**config.mk**
```make
export PLATFORM = sky130hd
export DESIGN_NAME = ifu_lsu_arb_flat
export DESIGN_NICKNAME = d
export VERILOG_FILES = /design/src/rtl/ifu_lsu_arb_if.sv /design/src/rtl/ifu_lsu_arb.sv /design/src/flat_wrapper.sv
export SDC_FILE = /design/constraint.sdc
export NUM_CORES = 1
export LEC_CHECK = 0
export ABC_AREA = 1
export ABC_CLOCK_PERIOD_IN_PS = 1600
export CAP_MARGIN = 0
export CORE_MARGIN = 4
export CORE_UTILIZATION = 34
export DETAILED_ROUTE_END_ITERATION = 10
export PLACE_DENSITY_LB_ADDON = 0.1
export SETUP_SLACK_MARGIN = 0.05
export SYNTH_ARGS = -nofsm -noshare
export SYNTH_HDL_FRONTEND = slang
export SYNTH_SLANG_ARGS = --single-unit
```
**constraint.sdc**
```tcl
create_clock -name clk -period 1.6 [get_ports clk]
set_input_delay 0.4 -clock clk [delete_from_list [all_inputs] [get_ports clk]]
set_output_delay 0.4 -clock clk [all_outputs]
set_load 0.02 [all_outputs]
```
**src/rtl/ifu_lsu_arb_if.sv**
```systemverilog
// rtl/ifu_lsu_arb_if.sv - IFU, LSU and shared memory port bundle for ifu_lsu_arb
interface ifu_lsu_arb_if #(
  parameter int ADDR_W = 32,
  parameter int DATA_W = 32
);
  localparam int MASK_W = DATA_W / 8;

  logic              ifu_req_valid;
  logic              ifu_req_ready;
  logic [ADDR_W-1:0] ifu_addr;
  logic              ifu_rsp_valid;
  logic [DATA_W-1:0] ifu_rdata;

  logic              lsu_req_valid;
  logic              lsu_req_ready;
  logic [ADDR_W-1:0] lsu_addr;
  logic              lsu_wen;
  logic [DATA_W-1:0] lsu_wdata;
  logic [MASK_W-1:0] lsu_wmask;
  logic              lsu_rsp_valid;
  logic [DATA_W-1:0] lsu_rdata;

  logic              mem_req_valid;
  logic              mem_req_ready;
  logic [ADDR_W-1:0] mem_addr;
  logic              mem_wen;
  logic [DATA_W-1:0] mem_wdata;
  logic [MASK_W-1:0] mem_wmask;
  logic              mem_rsp_valid;
  logic [DATA_W-1:0] mem_rdata;

  modport slave (
    input  ifu_req_valid, ifu_addr,
    output ifu_req_ready, ifu_rsp_valid, ifu_rdata,
    input  lsu_req_valid, lsu_addr, lsu_wen, lsu_wdata, lsu_wmask,
    output lsu_req_ready, lsu_rsp_valid, lsu_rdata,
    output mem_req_valid, mem_addr, mem_wen, mem_wdata, mem_wmask,
    input  mem_req_ready, mem_rsp_valid, mem_rdata
  );

  modport master (
    output ifu_req_valid, ifu_addr,
    input  ifu_req_ready, ifu_rsp_valid, ifu_rdata,
    output lsu_req_valid, lsu_addr, lsu_wen, lsu_wdata, lsu_wmask,
    input  lsu_req_ready, lsu_rsp_valid, lsu_rdata,
    input  mem_req_valid, mem_addr, mem_wen, mem_wdata, mem_wmask,
    output mem_req_ready, mem_rsp_valid, mem_rdata
  );
endinterface

```
**src/rtl/ifu_lsu_arb.sv**
```systemverilog
// rtl/ifu_lsu_arb.sv - single-outstanding IFU/LSU arbiter onto one shared memory port
module ifu_lsu_arb #(
  parameter int ADDR_W     = 32,
  parameter int DATA_W     = 32,
  parameter int STREAK_MAX = 4
) (
  input  logic          clk,
  input  logic          rst,
  ifu_lsu_arb_if.slave  bus
);
  localparam int MASK_W = DATA_W / 8;
  localparam int SW     = $clog2(STREAK_MAX + 1);
  localparam logic [SW-1:0] STREAK_SAT = SW'(STREAK_MAX);

  typedef enum logic [1:0] {S_IDLE, S_REQ, S_RESP} state_t;

  state_t            r_state;
  state_t            w_state_nxt;
  logic [SW-1:0]     r_streak;
  logic              r_owner_lsu;
  logic [ADDR_W-1:0] r_addr;
  logic              r_wen;
  logic [DATA_W-1:0] r_wdata;
  logic [MASK_W-1:0] r_wmask;
  logic              w_grant_ifu;
  logic              w_grant_lsu;
  logic              w_rsp;

  always_ff @(posedge clk) begin
    if (!rst) r_state <= S_IDLE;
    else      r_state <= w_state_nxt;
  end

  always_comb begin
    w_state_nxt = r_state;
    w_grant_ifu = 1'b0;
    w_grant_lsu = 1'b0;
    w_rsp       = 1'b0;
    case (r_state)
      S_IDLE: begin
        // LSU wins ties until it has starved a waiting IFU STREAK_MAX times
        w_grant_lsu = bus.lsu_req_valid && (!bus.ifu_req_valid || (r_streak != STREAK_SAT));
        w_grant_ifu = bus.ifu_req_valid && !w_grant_lsu;
        if (w_grant_lsu || w_grant_ifu) w_state_nxt = S_REQ;
      end
      S_REQ: begin
        if (bus.mem_req_ready) w_state_nxt = S_RESP;
      end
      S_RESP: begin
        if (bus.mem_rsp_valid) begin
          // a reset landing on the response cycle suppresses the pulse
          w_rsp       = rst;
          w_state_nxt = S_IDLE;
        end
      end
      default: w_state_nxt = S_IDLE;
    endcase
  end

  always_ff @(posedge clk) begin
    if (!rst) begin
      r_streak    <= '0;
      r_owner_lsu <= 1'b0;
      r_addr      <= '0;
      r_wen       <= 1'b0;
      r_wdata     <= '0;
      r_wmask     <= '0;
    end else if (w_grant_lsu) begin
      r_owner_lsu <= 1'b1;
      r_addr      <= bus.lsu_addr;
      r_wen       <= bus.lsu_wen;
      r_wdata     <= bus.lsu_wdata;
      r_wmask     <= bus.lsu_wmask;
      if (bus.ifu_req_valid && (r_streak != STREAK_SAT)) r_streak <= r_streak + 1'b1;
    end else if (w_grant_ifu) begin
      r_owner_lsu <= 1'b0;
      r_addr      <= bus.ifu_addr;
      r_wen       <= 1'b0;
      r_wdata     <= '0;
      r_wmask     <= '0;
      r_streak    <= '0;
    end
  end

  assign bus.ifu_req_ready = w_grant_ifu;
  assign bus.lsu_req_ready = w_grant_lsu;

  assign bus.mem_req_valid = (r_state == S_REQ);
  assign bus.mem_addr      = r_addr;
  assign bus.mem_wen       = r_wen;
  assign bus.mem_wdata     = r_wdata;
  assign bus.mem_wmask     = r_wmask;

  assign bus.ifu_rsp_valid = w_rsp && !r_owner_lsu;
  assign bus.lsu_rsp_valid = w_rsp && r_owner_lsu;
  assign bus.ifu_rdata     = bus.ifu_rsp_valid ? bus.mem_rdata : '0;
  assign bus.lsu_rdata     = bus.lsu_rsp_valid ? bus.mem_rdata : '0;
endmodule

```
**src/flat_wrapper.sv**
```systemverilog
// flat-port wrapper written by rule: the top's interface ports become plain ports
module ifu_lsu_arb_flat 
#(
  parameter int ADDR_W     = 32,
  parameter int DATA_W     = 32,
  parameter int STREAK_MAX = 4
)
  (clk, rst, bus_ifu_req_valid, bus_ifu_addr, bus_ifu_req_ready, bus_ifu_rsp_valid, bus_ifu_rdata, bus_lsu_req_valid, bus_lsu_addr, bus_lsu_wen, bus_lsu_wdata, bus_lsu_wmask, bus_lsu_req_ready, bus_lsu_rsp_valid, bus_lsu_rdata, bus_mem_req_valid, bus_mem_addr, bus_mem_wen, bus_mem_wdata, bus_mem_wmask, bus_mem_req_ready, bus_mem_rsp_valid, bus_mem_rdata);
  ifu_lsu_arb_if #(.ADDR_W(ADDR_W), .DATA_W(DATA_W)) bus_i ();
  input  logic clk;
  input  logic rst;
  input wire logic [$bits(bus_i.ifu_req_valid)-1:0] bus_ifu_req_valid;
  input wire logic [$bits(bus_i.ifu_addr)-1:0] bus_ifu_addr;
  output wire logic [$bits(bus_i.ifu_req_ready)-1:0] bus_ifu_req_ready;
  output wire logic [$bits(bus_i.ifu_rsp_valid)-1:0] bus_ifu_rsp_valid;
  output wire logic [$bits(bus_i.ifu_rdata)-1:0] bus_ifu_rdata;
  input wire logic [$bits(bus_i.lsu_req_valid)-1:0] bus_lsu_req_valid;
  input wire logic [$bits(bus_i.lsu_addr)-1:0] bus_lsu_addr;
  input wire logic [$bits(bus_i.lsu_wen)-1:0] bus_lsu_wen;
  input wire logic [$bits(bus_i.lsu_wdata)-1:0] bus_lsu_wdata;
  input wire logic [$bits(bus_i.lsu_wmask)-1:0] bus_lsu_wmask;
  output wire logic [$bits(bus_i.lsu_req_ready)-1:0] bus_lsu_req_ready;
  output wire logic [$bits(bus_i.lsu_rsp_valid)-1:0] bus_lsu_rsp_valid;
  output wire logic [$bits(bus_i.lsu_rdata)-1:0] bus_lsu_rdata;
  output wire logic [$bits(bus_i.mem_req_valid)-1:0] bus_mem_req_valid;
  output wire logic [$bits(bus_i.mem_addr)-1:0] bus_mem_addr;
  output wire logic [$bits(bus_i.mem_wen)-1:0] bus_mem_wen;
  output wire logic [$bits(bus_i.mem_wdata)-1:0] bus_mem_wdata;
  output wire logic [$bits(bus_i.mem_wmask)-1:0] bus_mem_wmask;
  input wire logic [$bits(bus_i.mem_req_ready)-1:0] bus_mem_req_ready;
  input wire logic [$bits(bus_i.mem_rsp_valid)-1:0] bus_mem_rsp_valid;
  input wire logic [$bits(bus_i.mem_rdata)-1:0] bus_mem_rdata;
  assign bus_i.ifu_req_valid = bus_ifu_req_valid;
  assign bus_i.ifu_addr = bus_ifu_addr;
  assign bus_ifu_req_ready = bus_i.ifu_req_ready;
  assign bus_ifu_rsp_valid = bus_i.ifu_rsp_valid;
  assign bus_ifu_rdata = bus_i.ifu_rdata;
  assign bus_i.lsu_req_valid = bus_lsu_req_valid;
  assign bus_i.lsu_addr = bus_lsu_addr;
  assign bus_i.lsu_wen = bus_lsu_wen;
  assign bus_i.lsu_wdata = bus_lsu_wdata;
  assign bus_i.lsu_wmask = bus_lsu_wmask;
  assign bus_lsu_req_ready = bus_i.lsu_req_ready;
  assign bus_lsu_rsp_valid = bus_i.lsu_rsp_valid;
  assign bus_lsu_rdata = bus_i.lsu_rdata;
  assign bus_mem_req_valid = bus_i.mem_req_valid;
  assign bus_mem_addr = bus_i.mem_addr;
  assign bus_mem_wen = bus_i.mem_wen;
  assign bus_mem_wdata = bus_i.mem_wdata;
  assign bus_mem_wmask = bus_i.mem_wmask;
  assign bus_i.mem_req_ready = bus_mem_req_ready;
  assign bus_i.mem_rsp_valid = bus_mem_rsp_valid;
  assign bus_i.mem_rdata = bus_mem_rdata;
  ifu_lsu_arb #(.ADDR_W(ADDR_W), .DATA_W(DATA_W), .STREAK_MAX(STREAK_MAX)) u_core (.clk(clk), .rst(rst), .bus(bus_i));
endmodule
```
# After elaboration in Yosys (flattened, before gate mapping)
# Cells that the tools add are included.
# classes
n_mux	22
addsub	1
n_reduce_logical	14
eq_ne	7
# ops
operator	n
$mux W32	6
$mux W3	3
$mux W4	2
$mux W1	7
$mux W2	3
$ne A2 B1 Y1 const B	3
$pmux W2 S3	1
$logic_and A1 B1 Y1	5
$add A3 B1 Y3 const B	1
$logic_not A1 Y1	3
$ne A3 B3 Y1 const B	1
$reduce_and A3 Y1	1
$eq A2 B1 Y1 const B	1
$eq A2 B2 Y1 const B	1
$logic_not A2 Y1	1
$logic_or A1 B1 Y1	2
$ne A2 B2 Y1 const B	1
$reduce_and A2 Y1	1
$reduce_bool A2 Y1	1
# totals
out_inout_bits	138
inputBits	139
regBits	75
wordCells	51

# Longest topological paths before layout
# depth
word_depth	8
mapped_depth	9
mapped_depth_nobuf	8

# Worst setup path before layout
# OpenSTA, ideal clock, no wires.
# synth_timing
path_type	input to output
start	in rst
end	out bus_ifu_rdata[0]
n_path_buf	2
t_required_ns	1.200
setup_slack_ns	-0.170
cell_stages	4
arrival_ns	1.370
cell_sequence	clkbuf_1 -> nand4_1 -> clkbuf_1 -> nor2_1
# synth_between
elab_chain_len	4
# synth_lines
element	line_no	rtl
from (decl)	flat_wrapper.sv:11	input logic rst;
$mux W1	ifu_lsu_arb.sv:50	if (bus.mem_rsp_valid) begin
$mux W1	ifu_lsu_arb.sv:39	case (r_state)
$logic_and A1 B1 Y1	ifu_lsu_arb.sv:94	assign bus.ifu_rsp_valid = w_rsp && !r_owner_lsu;
$mux W32	ifu_lsu_arb.sv:96	assign bus.ifu_rdata = bus.ifu_rsp_valid ? bus.mem_rdata : '0;
to (decl)	flat_wrapper.sv:16	output wire logic [$bits(bus_i.ifu_rdata)-1:0] bus_ifu_rdata;
# No other way between the ends.

# Final worst setup path
# layout_timing
start	reg u_core.r_state[1]
end	out bus_ifu_rdata[20]
# layout_between
elab_chain_len	4
# layout_lines
element	line_no	rtl
from (decl)	ifu_lsu_arb.sv:17	state_t r_state;
from (signal assigned)	ifu_lsu_arb.sv:31	else r_state <= w_state_nxt;
$eq A2 B2 Y1	ifu_lsu_arb.sv:39	
$mux W1	ifu_lsu_arb.sv:39	
$logic_and A1 B1 Y1	ifu_lsu_arb.sv:94	
$mux W32	ifu_lsu_arb.sv:96	
# No other way between the ends.

==> out/metrics.cfg <==
[logic_synthesis]
synth_cell_type_count=18
synth_ff_type=dfxtp_1
netlist_instances=589
synthesis.area_sq_um=3600
synth_area_leaders=dfxtp_1 42%, nor2_1 17%, nand2_1 16%
async_flop_share_pct=0
synth_common_cells=167 x nor2_1, 150 x nand2_1, 78 x inv_1
syn_nets=730
seq_area_frac_synth_pct=41.7
synth_most_common_cell=nor2_1
synth_edf_count=0
ys_warn_count=0
synth.avg_cell_area_sq_um=6.11
ys_ff_latch=75
synth_top_area_cell=dfxtp_1
synth_top_area_share_pct=41.7

[clocking]
cts_buffers=9
cts_num_sinks=75
clock_path_buffers=2
cts_root_buf=clkbuf_8
htreeDepth=3
clk_pin_slew_worst_paths_ps=70
insertion_delay_ps=350
cts_tree=built

[finish]
syn_to_final_growth_pct=121
fill_cells=732
drive_above_1_share_pct=27.0
nets=1031

[drt]
wl_per_cell_microns=16.4
via_count=4860
routed_wl_microns=16900
drc_errors=0
vias_per_cell=4.72
drt_iter0_markers=235
first_pass_iters=4
antenna_left=0

[pwr]
power.switching_mw=1.71
power.internal_mw=3.46
comb_power_share_pct=34.9
powerDensity_nw_per_um2=651
swShare_pct=33.1
p_seq_share_pct=40.9
vdd_drop_max_uv=614
power_leakage_nw=3.77
p_clk_share_pct=24.2

[setup_path]
start_kind=register
worst_ep_arrival_time_ps=1510
cp_max_fo=8
required_ps=1200
cp-end-kind=primary output
criticalPathCategory=reg2out

[floorplan]
rows=37
dieArea_sq_um=12300
core-area_sq_um=10300
die_w_microns=111
start_util_pct=34.9
die_y_microns=111
ios=277

[sta]
whs_ps=462
tightestPinTransition_ps=321
clock_skew_ps=6.63
drv_slew=0
fmax_mhz=523
hold_viol=0
setup_ws_ps=-313
relSlewSlack_pct=78.6
fin_setup_tns_ps=-18870
finalSetupViolCount=68
period_share_pct=120
min_period_ps=1910
rsz0062_at_grt=true

[placed_design]
hpwl_microns=10900
globalplace.congestion=0.872
preCtsSetupSlack_ps=-886
port_buffers=276

[grt]
grt.overflow.total=0
grt_max_degree=41
grt_pass1_wl_microns=23300
first_global_vias=4653
antenna_found_initial=1
grt_use_total_pct=23.3

[hold_path]
hp-class=reg2reg

[outcome]
violations=negative setup slack
outcome=finished with violations

[job]
max_cap_violations=0

-- metrics by stage --
stage | utilization, % | power, mW | cell area (sq um) | instances
floorplan | - | 2.93 | 4070 | 589
global placement | 68.1 | 3.78 | 7030 | 992
detailed placement | 68.1 | 3.82 | 7030 | 992
CTS | 72.0 | 5.02 | 7430 | 1016
global route | 76.9 | 5.47 | 7940 | 1029
finish | 76.9 | 5.17 | 7940 | 1029
-- final timing paths --
path | startpoint | to | slack, ps | cells after the start
setup / recovery | u_core.r_state[1] | bus_ifu_rdata[20] | -310 | 7
hold / removal | u_core.bus.mem_wdata[24] | u_core.bus.mem_wdata[24] | 460 | 2
setup reg to reg | u_core.r_state[0] | u_core.bus.mem_wdata[26] | 40 | 9
hold reg to reg | u_core.bus.mem_wdata[24] | u_core.bus.mem_wdata[24] | 460 | 2
-- sequential cells by signal (all words and copies together), names as in the netlist --
signal and flops:
u_core.bus.mem_addr 32, u_core.bus.mem_wdata 32, u_core.bus.mem_wen 1, u_core.bus.mem_wmask 4
u_core.r_owner_lsu 1, u_core.r_state 2, u_core.r_streak 3
-- worst max-delay path, stage by stage (launching register included) --
cell and delay (ps):
dfxtp_2 340, inv_2 40, nor2_4 90, nand4_1 100, buf_6 170, clkbuf_16 190, nor2_4 100, buf_6 120
-- area by class of cell --
type,instances,area [sq um],share of cell area (%)
Clock buffer,10,138,1.73
Antenna cell,1,2.50,0.0315
Sequential cell,75,1510,19.0
Multi-Input combinational cell,401,2300,29.0
Tap cell,136,170,2.14
Clock inverter,3,17.5,0.221
Timing Repair Buffer,324,3490,43.9
Inverter,79,317,3.99
-- repair_timing --
| action | in CTS | in global routing |
|---|---|---|
| pin swaps | 11 | 30 |
| resized for setup | 509 | 93 |
| gates cloned | 5 | 10 |
| setup endpoints to repair | 176 | 93 |
| hold buffers | 0 | 0 |
| setup buffers | 6 | 4 |
-- power by group through the flow --
stage          combinational, mW  clock [mW]  sequential (mW)
4_1_cts                     1.63        1.28             2.11
3_5_place_dp                1.66           0             2.15
5_1_grt                     1.95        1.38             2.14
3_3_place_gp                1.64           0             2.14
2_1_floorplan              0.586           0             2.34
6_report                    1.81        1.25             2.12
-- routing by layer --
layer / GRT usage (%) / up-vias / routed length, microns
met3: 7.26 / 36 / 1280
li1: - / 2359 / -
met2: 45.7 / 215 / 9200
met5: 0 / - / 0
met4: 7.22 / 0 / 516
met1: 23.0 / 2250 / 5850
-- logic make-up (layout without fill, tap and decap cells) --
| family | Yosys count | count (layout) | synth area share [%] |
|---|---|---|---|
| buf+inv | 113 | 416 | 12.9 |
| fa+ha+maj | 2 | 2 | 0.695 |
| simple gates | 324 | 324 | 34.2 |
| other cells | 0 | 1 | 0 |
| flops | 75 | 75 | 41.7 |
| compound gates | 75 | 75 | 10.5 |
-- cells in the final DEF, fill, tap and decap left out, drive strengths merged --
| master | instances |
|---|---|
| nor2 | 168 |
| nand2 | 151 |
| clkdlybuf4s50 | 135 |
| buf | 108 |
| inv | 77 |
| dfxtp | 75 |
| dlygate4sd2 | 72 |
| a21oi | 41 |
| o21ai | 34 |
| clkbuf | 19 |
| clkinv | 4 |
| nand3 | 3 |
| nand4 | 2 |
| ha | 2 |
| diode | 1 |
| clkinvlp | 1 |
No activity file was read; power rests on OpenSTA's default activity.
